===== src/rtl/cpu_pkg.sv =====
// Shared definitions for the fetch-stage sequencer.
// State encodings, handler default and register-index width.
package cpu_pkg;

  localparam int REG_W = 5;

  localparam logic [31:0] HANDLER_ADDR_DEF = 32'h0000_0180;

  typedef enum logic [1:0] {
    RUN       = 2'd0,
    IMEM_WAIT = 2'd1,
    EXC_DRAIN = 2'd2,
    EXC_JUMP  = 2'd3
  } state_t;

endpackage


===== src/rtl/hazard_detect.sv =====
// Load-use hazard compare between the load in EX and the ID sources.
// Register 0 never produces a hazard.
module hazard_detect
  import cpu_pkg::*;
(
  input  logic             ex_mem_read,
  input  logic [REG_W-1:0] ex_rt,
  input  logic [REG_W-1:0] id_rs,
  input  logic [REG_W-1:0] id_rt,
  input  logic             id_use_rs,
  input  logic             id_use_rt,
  output logic             lu
);

  logic rs_hit;
  logic rt_hit;

  assign rs_hit = id_use_rs && (id_rs == ex_rt);
  assign rt_hit = id_use_rt && (id_rt == ex_rt);

  assign lu = ex_mem_read
           && (ex_rt != '0)
           && (rs_hit || rt_hit);

endmodule


===== src/rtl/fetch_ctrl.sv =====
// Instruction-fetch sequencer: stalls, redirects and exception drain.
// Outputs are Mealy, combinational from state and this cycle's inputs.
module fetch_ctrl
  import cpu_pkg::*;
#(
  parameter logic [31:0] HANDLER_ADDR = HANDLER_ADDR_DEF,
  parameter int          DRAIN_CYCLES = 3
) (
  input  logic             clk,
  input  logic             reset,
  input  logic             imem_ready,
  input  logic             ex_mem_read,
  input  logic [REG_W-1:0] ex_rt,
  input  logic [REG_W-1:0] id_rs,
  input  logic [REG_W-1:0] id_rt,
  input  logic             id_use_rs,
  input  logic             id_use_rt,
  input  logic             br_taken,
  input  logic [31:0]      br_target,
  input  logic             exc_req,
  input  logic [31:0]      exc_pc,
  output logic             pc_write,
  output logic             pc_src,
  output logic [31:0]      redirect_addr,
  output logic             pc_flush,
  output logic             if_id_write,
  output logic             if_id_flush,
  output logic             id_ex_flush,
  output logic             error,
  output logic [31:0]      error_address,
  output logic [31:0]      epc
);

  localparam logic [3:0] CNT_INIT = 4'(DRAIN_CYCLES - 1);

  state_t      state;
  state_t      state_n;
  logic [31:0] epc_n;
  logic        pend;
  logic        pend_n;
  logic [31:0] pend_addr;
  logic [31:0] pend_addr_n;
  logic [3:0]  cnt;
  logic [3:0]  cnt_n;
  logic        lu;

  hazard_detect u_hazard (
    .ex_mem_read (ex_mem_read),
    .ex_rt       (ex_rt),
    .id_rs       (id_rs),
    .id_rt       (id_rt),
    .id_use_rs   (id_use_rs),
    .id_use_rt   (id_use_rt),
    .lu          (lu)
  );

  assign error_address = HANDLER_ADDR;

  always_ff @(posedge clk) begin
    if (reset) begin
      state     <= RUN;
      epc       <= '0;
      pend      <= 1'b0;
      pend_addr <= '0;
      cnt       <= '0;
    end else begin
      state     <= state_n;
      epc       <= epc_n;
      pend      <= pend_n;
      pend_addr <= pend_addr_n;
      cnt       <= cnt_n;
    end
  end

  always_comb begin
    state_n       = state;
    epc_n         = epc;
    pend_n        = pend;
    pend_addr_n   = pend_addr;
    cnt_n         = cnt;
    pc_write      = 1'b0;
    pc_src        = 1'b0;
    redirect_addr = br_target;
    pc_flush      = 1'b0;
    if_id_write   = 1'b0;
    if_id_flush   = 1'b0;
    id_ex_flush   = 1'b0;
    error         = 1'b0;

    unique case (state)
      RUN, IMEM_WAIT: begin
        if (exc_req) begin
          epc_n       = exc_pc;
          cnt_n       = CNT_INIT;
          pend_n      = 1'b0;
          if_id_flush = 1'b1;
          id_ex_flush = 1'b1;
          state_n     = EXC_DRAIN;
        end else if (state == RUN) begin
          pc_write    = 1'b1;
          if_id_write = 1'b1;
          if (br_taken && imem_ready) begin
            pc_src      = 1'b1;
            if_id_flush = 1'b1;
          end else if (br_taken) begin
            pend_n      = 1'b1;
            pend_addr_n = br_target;
            pc_write    = 1'b0;
            if_id_write = 1'b0;
            pc_flush    = 1'b1;
            state_n     = IMEM_WAIT;
          end else if (lu) begin
            pc_write    = 1'b0;
            if_id_write = 1'b0;
            id_ex_flush = 1'b1;
          end else if (!imem_ready) begin
            pc_write    = 1'b0;
            if_id_write = 1'b0;
            pc_flush    = 1'b1;
            state_n     = IMEM_WAIT;
          end
        end else begin
          // Latest branch seen while waiting wins the redirect
          if (br_taken) begin
            pend_n      = 1'b1;
            pend_addr_n = br_target;
          end
          if (imem_ready) begin
            state_n  = RUN;
            pend_n   = 1'b0;
            pc_write = 1'b1;
            if (pend || br_taken) begin
              pc_src        = 1'b1;
              redirect_addr = br_taken ? br_target : pend_addr;
              if_id_flush   = 1'b1;
            end else begin
              if_id_write = 1'b1;
            end
          end else begin
            pc_flush    = 1'b1;
            id_ex_flush = lu;
          end
        end
      end
      EXC_DRAIN: begin
        if_id_flush = 1'b1;
        id_ex_flush = 1'b1;
        if (cnt == 4'd0) begin
          state_n = EXC_JUMP;
        end else begin
          cnt_n = cnt - 4'd1;
        end
      end
      EXC_JUMP: begin
        if (imem_ready) begin
          error       = 1'b1;
          pc_write    = 1'b1;
          if_id_flush = 1'b1;
          state_n     = RUN;
        end else begin
          pc_flush = 1'b1;
        end
      end
    endcase

    if (reset) begin
      pc_write    = 1'b0;
      pc_src      = 1'b0;
      pc_flush    = 1'b0;
      if_id_write = 1'b0;
      if_id_flush = 1'b0;
      id_ex_flush = 1'b0;
      error       = 1'b0;
    end
  end

endmodule

===== config.mk =====
export PLATFORM = sky130hd
export DESIGN_NAME = fetch_ctrl
export DESIGN_NICKNAME = d
export VERILOG_FILES = /design/src/rtl/cpu_pkg.sv /design/src/rtl/hazard_detect.sv /design/src/rtl/fetch_ctrl.sv
export SDC_FILE = /design/constraint.sdc
export NUM_CORES = 1
export LEC_CHECK = 0
export CORE_MARGIN = 10
export CORE_UTILIZATION = 50
export CTS_CLUSTER_SIZE = 16
export DETAILED_ROUTE_END_ITERATION = 8
export DONT_BUFFER_PORTS = 1
export GPL_ROUTABILITY_DRIVEN = 1
export HOLD_SLACK_MARGIN = 0.03
export PLACE_DENSITY = 0.63
export SYNTH_ARGS = -nofsm -noshare
export SYNTH_HDL_FRONTEND = slang
export SYNTH_SLANG_ARGS = --single-unit

===== constraint.sdc =====
create_clock -name clk -period 2 [get_ports clk]
set_input_delay 0.2 -clock clk [delete_from_list [all_inputs] [get_ports clk]]
set_output_delay 0.2 -clock clk [all_outputs]
set_load 0.02 [all_outputs]

* After elaboration in Yosys (flattened, before gate mapping) *
Index checks and enable logic that the tools add are counted.

word-level totals
  register bits = 71
  bits in latches = 0
  bits in writable memories = 0
  bits in read-only memories = 0
  input bits = 87
  output and inout bits = 103
  logic and storage cells = 104
  memories kept = 0

operators by class
  add/sub/neg operators = 1
  multipliers = 0
  div/mod/pow operators = 0
  magnitude comparators = 0
  equality and inequality tests = 13
  shift operators = 0
  mux-type cells = 67
  bitwise operators = 1
  reduce and logical (&&, ||, !) cells = 17

operators by type and width
  operator                                          count
  2-to-1 mux 32 bit                                 8
  2-to-1 mux 1 bit                                  43
  2-to-1 mux 2 bit                                  8
  == test 5 bit                                     2
  inequality test 5 bit, second input constant      2
  2-to-1 mux 4 bit                                  2
  inequality test 2 bit, second input constant      4
  case mux 4 bit (2 select lines)                   1
  case mux 1 bit (2 select lines)                   3
  case mux 2 bit (3 select lines)                   1
  AND reduction 3 bit                               2
  logical AND 1 bit                                 5
  nonzero test 5 bit                                1
  == test 2 bit, second input constant              2
  zero test 4 bit                                   1
  inequality test 4 bit, second input constant      1
  AND reduction 2 bit                               2
  AND reduction 4 bit                               1
  subtractor 4 x 1 -> 4 bit, second input constant  1
  inequality test 3 bit, second input constant      1
  case mux 1 bit (3 select lines)                   1
  == test 2 x 1 -> 1 bit, second input constant     1
  zero test 2 bit                                   1
  logical OR 1 bit                                  2
  3 further kinds                                   3

* Longest topological paths before layout *
  depth after elaboration = 11
  gate-level depth with buffers = 6
  gate-level depth less buffers = 6

* Cells and area by module *
From an unflattened synthesis, not the netlist that was laid out.

unflattened totals
  cell total of the unflattened synthesis = 438
  area total of the unflattened synthesis = 3,822.4 um^2

by module, submodules not included
  module         times used  cells an instance  area an instance (um^2)
  fetch_ctrl     1           421                3,688.5
  hazard_detect  1           17                 133.9

* Least setup slack after synthesis *
No wires, ideal clock.

  path type = flip-flop to output port
  start point = register state[1]
  end point = output port redirect_addr[30]
  arrival = 1,373 ps
  slack = 427 ps
  stages on the path, launching flop included = 4
  path buffers = 1
  path through = dfxtp_1 -> nor4_4 -> buf_6 -> mux2_1

on the way
  cells in the longest elaborated chain, start to end = 4
  elaborated cells on any way between the ends = 6
  those cells by class = eq/ne (1); mux (3); reduce/logical (2)

RTL lines
  element                 RTL line                            text
  start, declared         fetch_ctrl.sv:36                    state_t state;
  start signal, assigned  fetch_ctrl.sv:67                    state <= state_n;
  zero test 2 bit         fetch_ctrl.sv:90, fetch_ctrl.sv:99
  2-to-1 mux 32 bit       fetch_ctrl.sv:99                    end else if (state == RUN) begin
  2-to-1 mux 32 bit       fetch_ctrl.sv:92                    if (exc_req) begin
  2-to-1 mux 32 bit *     fetch_ctrl.sv:90                    unique case (state)
  end, declared           fetch_ctrl.sv:24                    output logic [31:0] redirect_addr,

Mark *: on every way between the ends. The rest lies on a longest branch, timed or not.

* Worst setup path in the final report *
  start point = register state[0]
  end point = output port redirect_addr[10]

Same word-level chain as after synthesis.

==> flow_summary.ini <==
[status]
status = completed

[final_layout]
layout-drive-gt1-share = 0.1398
area_growth_pct = 26.01
diodes = 0
fillers = 563
post-route-util = 0.6531
layout.nets = 591

[detailed_routing]
viasPerCell = 5.131
route.detailed.drc = 0
routedWlPerCell_microns = 17.34
drt-total-wl_mm = 10.47
first_pass_iters = 4
first_iter_violations = 105
vias = 3099
ant_nets = 0

[place]
place_ws_ns = 0.3145
gp_congestion = 0.7497
portBuffers = 0
dp_hpwl_mm = 6.541

[grt]
grt_max_degree = 70
globalRouteOverflowTotal = 0
grt_pass1_vias = 3037
antenna_found_initial = 0
globalRouteTotalUtil = 0.1742
grt_pass1_wl_mm = 16.01

[floorplanning]
die_x_microns = 104.2
io_pins = 190
die_area_sq_um = 10850
core_sq_um = 6832
die_h_microns = 104.2
initial_core_util = 0.5183
core.rowCount = 30

[setup_path]
startpoint_type = flip-flop
slowest_stage = mux2_2
cpPeakStageDelay_ns = 0.41
critical_path_class = flip-flop to output pin
path_cells = nand3_4 -> nor4_4 -> buf_4 -> clkbuf_4 -> mux2_2
path_max_fanout = 6
crit_path_end_kind = output pin
cp_data_arrival_time_ns = 1.74
required_ns = 1.80

[sta]
fin_ws_ns = 0.05662
hold_viol_final = 0
finalMaxSlewViolations = 0
final.setup_skew_ns = 0.007542
period_share = 0.9717
setup_violations = 0
rsz0062_at_grt = true
max_freq_mhz = 514.6
fin_crit_ns = 1.943

[hold_path]
worstHoldPathType = input pin to flip-flop

[clock_tree]
cts_buffers = 9
clockRootBuffer = clkbuf_8
h-tree-depth = 3
path_clk_slew_ns = 0.07
clk_latency_ns = 0.33
clock-sinks = 71
clockBufferDepth = 2
cts_tree = built

[power]
ir_drop_v = 0.0005355
power_leakage_nw = 1.687
power_density_nw_per_um2 = 787.0

[yosys]
ys_ff_latch = 71
syn_area_per_cell_sq_um = 7.993
syn_area_sq_um = 3541
seq_area_frac_synth = 0.4014
netlist_instances = 443
synth_cell_types = 41
yosysWarnings = 0

[job]
maxCapViolCount = 0
==> final timing paths <==
path,start,endpoint,slack (ns),depth (start not counted)
max,state[0],redirect_addr[10],0.06,5
min reg2reg,pend_addr[4],pend_addr[4],0.46,2
max reg2reg,state[1],epc[17],0.28,5
min,exc_req,pend,0.06,3
==> Yosys cell counts <==
master / n / area [sq um]
mux2i_1: 3 / 30.03
nand4b_1: 1 / 8.760
and2b_1: 1 / 7.510
o311a_1: 1 / 10.01
nand2_1: 138 / 518.0
nor2_1: 9 / 33.78
buf_6: 3 / 33.78
nand4_1: 2 / 12.51
clkbuf_1: 9 / 33.78
or4_1: 1 / 7.510
conb_1: 2 / 7.510
o21ai_2: 1 / 8.760
ha_1: 1 / 12.51
o31a_1: 1 / 8.760
nand3_1: 3 / 15.01
nor3_1: 4 / 20.02
inv_1: 4 / 15.01
buf_2: 10 / 50.05
mux2_2: 30 / 337.8
a311oi_1: 1 / 8.760
nor4_1: 2 / 12.51
nor2b_1: 2 / 12.51
buf_4: 39 / 292.8
mux2_1: 2 / 22.52
nand2_2: 1 / 6.260
a21o_1: 1 / 7.510
o21ai_0: 3 / 15.01
a21oi_1: 73 / 365.4
o2bb2ai_1: 1 / 8.760
nor4b_1: 1 / 8.760
and3_1: 3 / 18.77
nor4_4: 1 / 21.27
or4b_1: 1 / 10.01
nand2b_1: 2 / 12.51
o22ai_1: 1 / 6.260
dfxtp_1: 71 / 1421
xnor2_1: 10 / 87.58
a211oi_1: 1 / 7.510
a21boi_2: 1 / 11.26
a31oi_1: 1 / 6.260
nor2_2: 1 / 6.260
==> area by class of cell <==
cell class	instances	area, sq um	area share
Multi-Input combinational cell	337	1853	0.4153
Sequential cell	71	1430	0.3205
Timing Repair Buffer	80	797.0	0.1786
Clock buffer	11	141.4	0.03169
Tap cell	96	120.1	0.02692
Clock inverter	5	105.1	0.02356
Inverter	4	15.01	0.003365
==> worst max-delay path, delay by kind of cell (launching register included) <==
family,cells,cell delay [ns]
mux,1,0.41
flops,1,0.38
buf+inv,2,0.36
simple gates,2,0.26
==> power breakdown <==
| group | switching (W) | total, W | internal [W] |
|---|---|---|---|
| Sequential | 0.0000987 | 0.00158 | 0.00148 |
| Clock | 0.000524 | 0.00139 | 0.000864 |
| Combinational | 0.000314 | 0.000542 | 0.000228 |
| Total | 0.000937 | 0.00351 | 0.00257 |
==> sequential cells by signal (all words and copies together) (netlist names) <==
signal	flops
cnt	4
epc	32
pend	1
pend_addr	32
state	2
==> metal layers <==
metal	track usage	share of wire	vias up
li1	-	-	1520
met1	0.1932	0.38	1443
met2	0.2910	0.52	128
met3	0.07683	0.099	8
met4	0.05765	0.0078	0
met5	0	0	-
==> cell usage in the layout (no fill, tap or decap), types with 2 or more instances in the layout <==
cell / instances
nand2_1: 138
a21oi_1: 73
dfxtp_1: 68
dlygate4sd3_1: 66
conb_1: 32
mux2_2: 25
xnor2_1: 10
clkbuf_8: 10
nor2_1: 9
buf_4: 8
mux2_4: 7
inv_1: 4
nor3_1: 4
and3_1: 3
mux2i_1: 3
o21ai_0: 3
bufinv_16: 3
buf_6: 3
nand4_1: 2
nor4_1: 2
nand3_1: 2
nand2b_1: 2
clkinvlp_4: 2
clkbuf_4: 2
dfxtp_4: 2
==> timing repair <==
item	in CTS	in global routing
setup endpoints to repair	21	36
gates resized for setup	3	21
gates cloned	0	3
hold buffers	67	0
setup buffers	0	2
hold endpoints to repair	69	0
pin swaps	0	1
==> logic make-up (layout without fill, tap and decap cells) <==
| logic type | Yosys count | after routing | share of synthesized area |
|---|---|---|---|
| mux | 35 | 35 | 0.1102 |
| flops | 71 | 71 | 0.4014 |
| buf+inv | 65 | 100 | 0.1201 |
| compound gates | 86 | 86 | 0.1311 |
| xor+xnor | 10 | 10 | 0.02473 |
| simple gates | 173 | 173 | 0.2067 |
| other cells | 2 | 32 | 0.002121 |
| fa+ha+maj | 1 | 1 | 0.003533 |
==> metrics by stage <==
| stage | cells | TNS, ns | area (sq um) | hold WS [ns] | total power (W) |
|---|---|---|---|---|---|
| 2_1_floorplan | 473 | 0 | 3654 | 0.3360 | 0.002019 |
| 3_3_place_gp | 516 | 0 | 3426 | 0.2773 | 0.001996 |
| 3_5_place_dp | 516 | 0 | 3426 | 0.2809 | 0.002006 |
| 4_1_cts | 599 | -0.0008626 | 4364 | 0.03815 | 0.003539 |
| 5_1_grt | 604 | -0.3406 | 4462 | 0.04788 | 0.003650 |
| 6_report | 604 | 0 | 4462 | 0.05529 | 0.003511 |
Note: power is estimated with default switching activity, not from simulation.
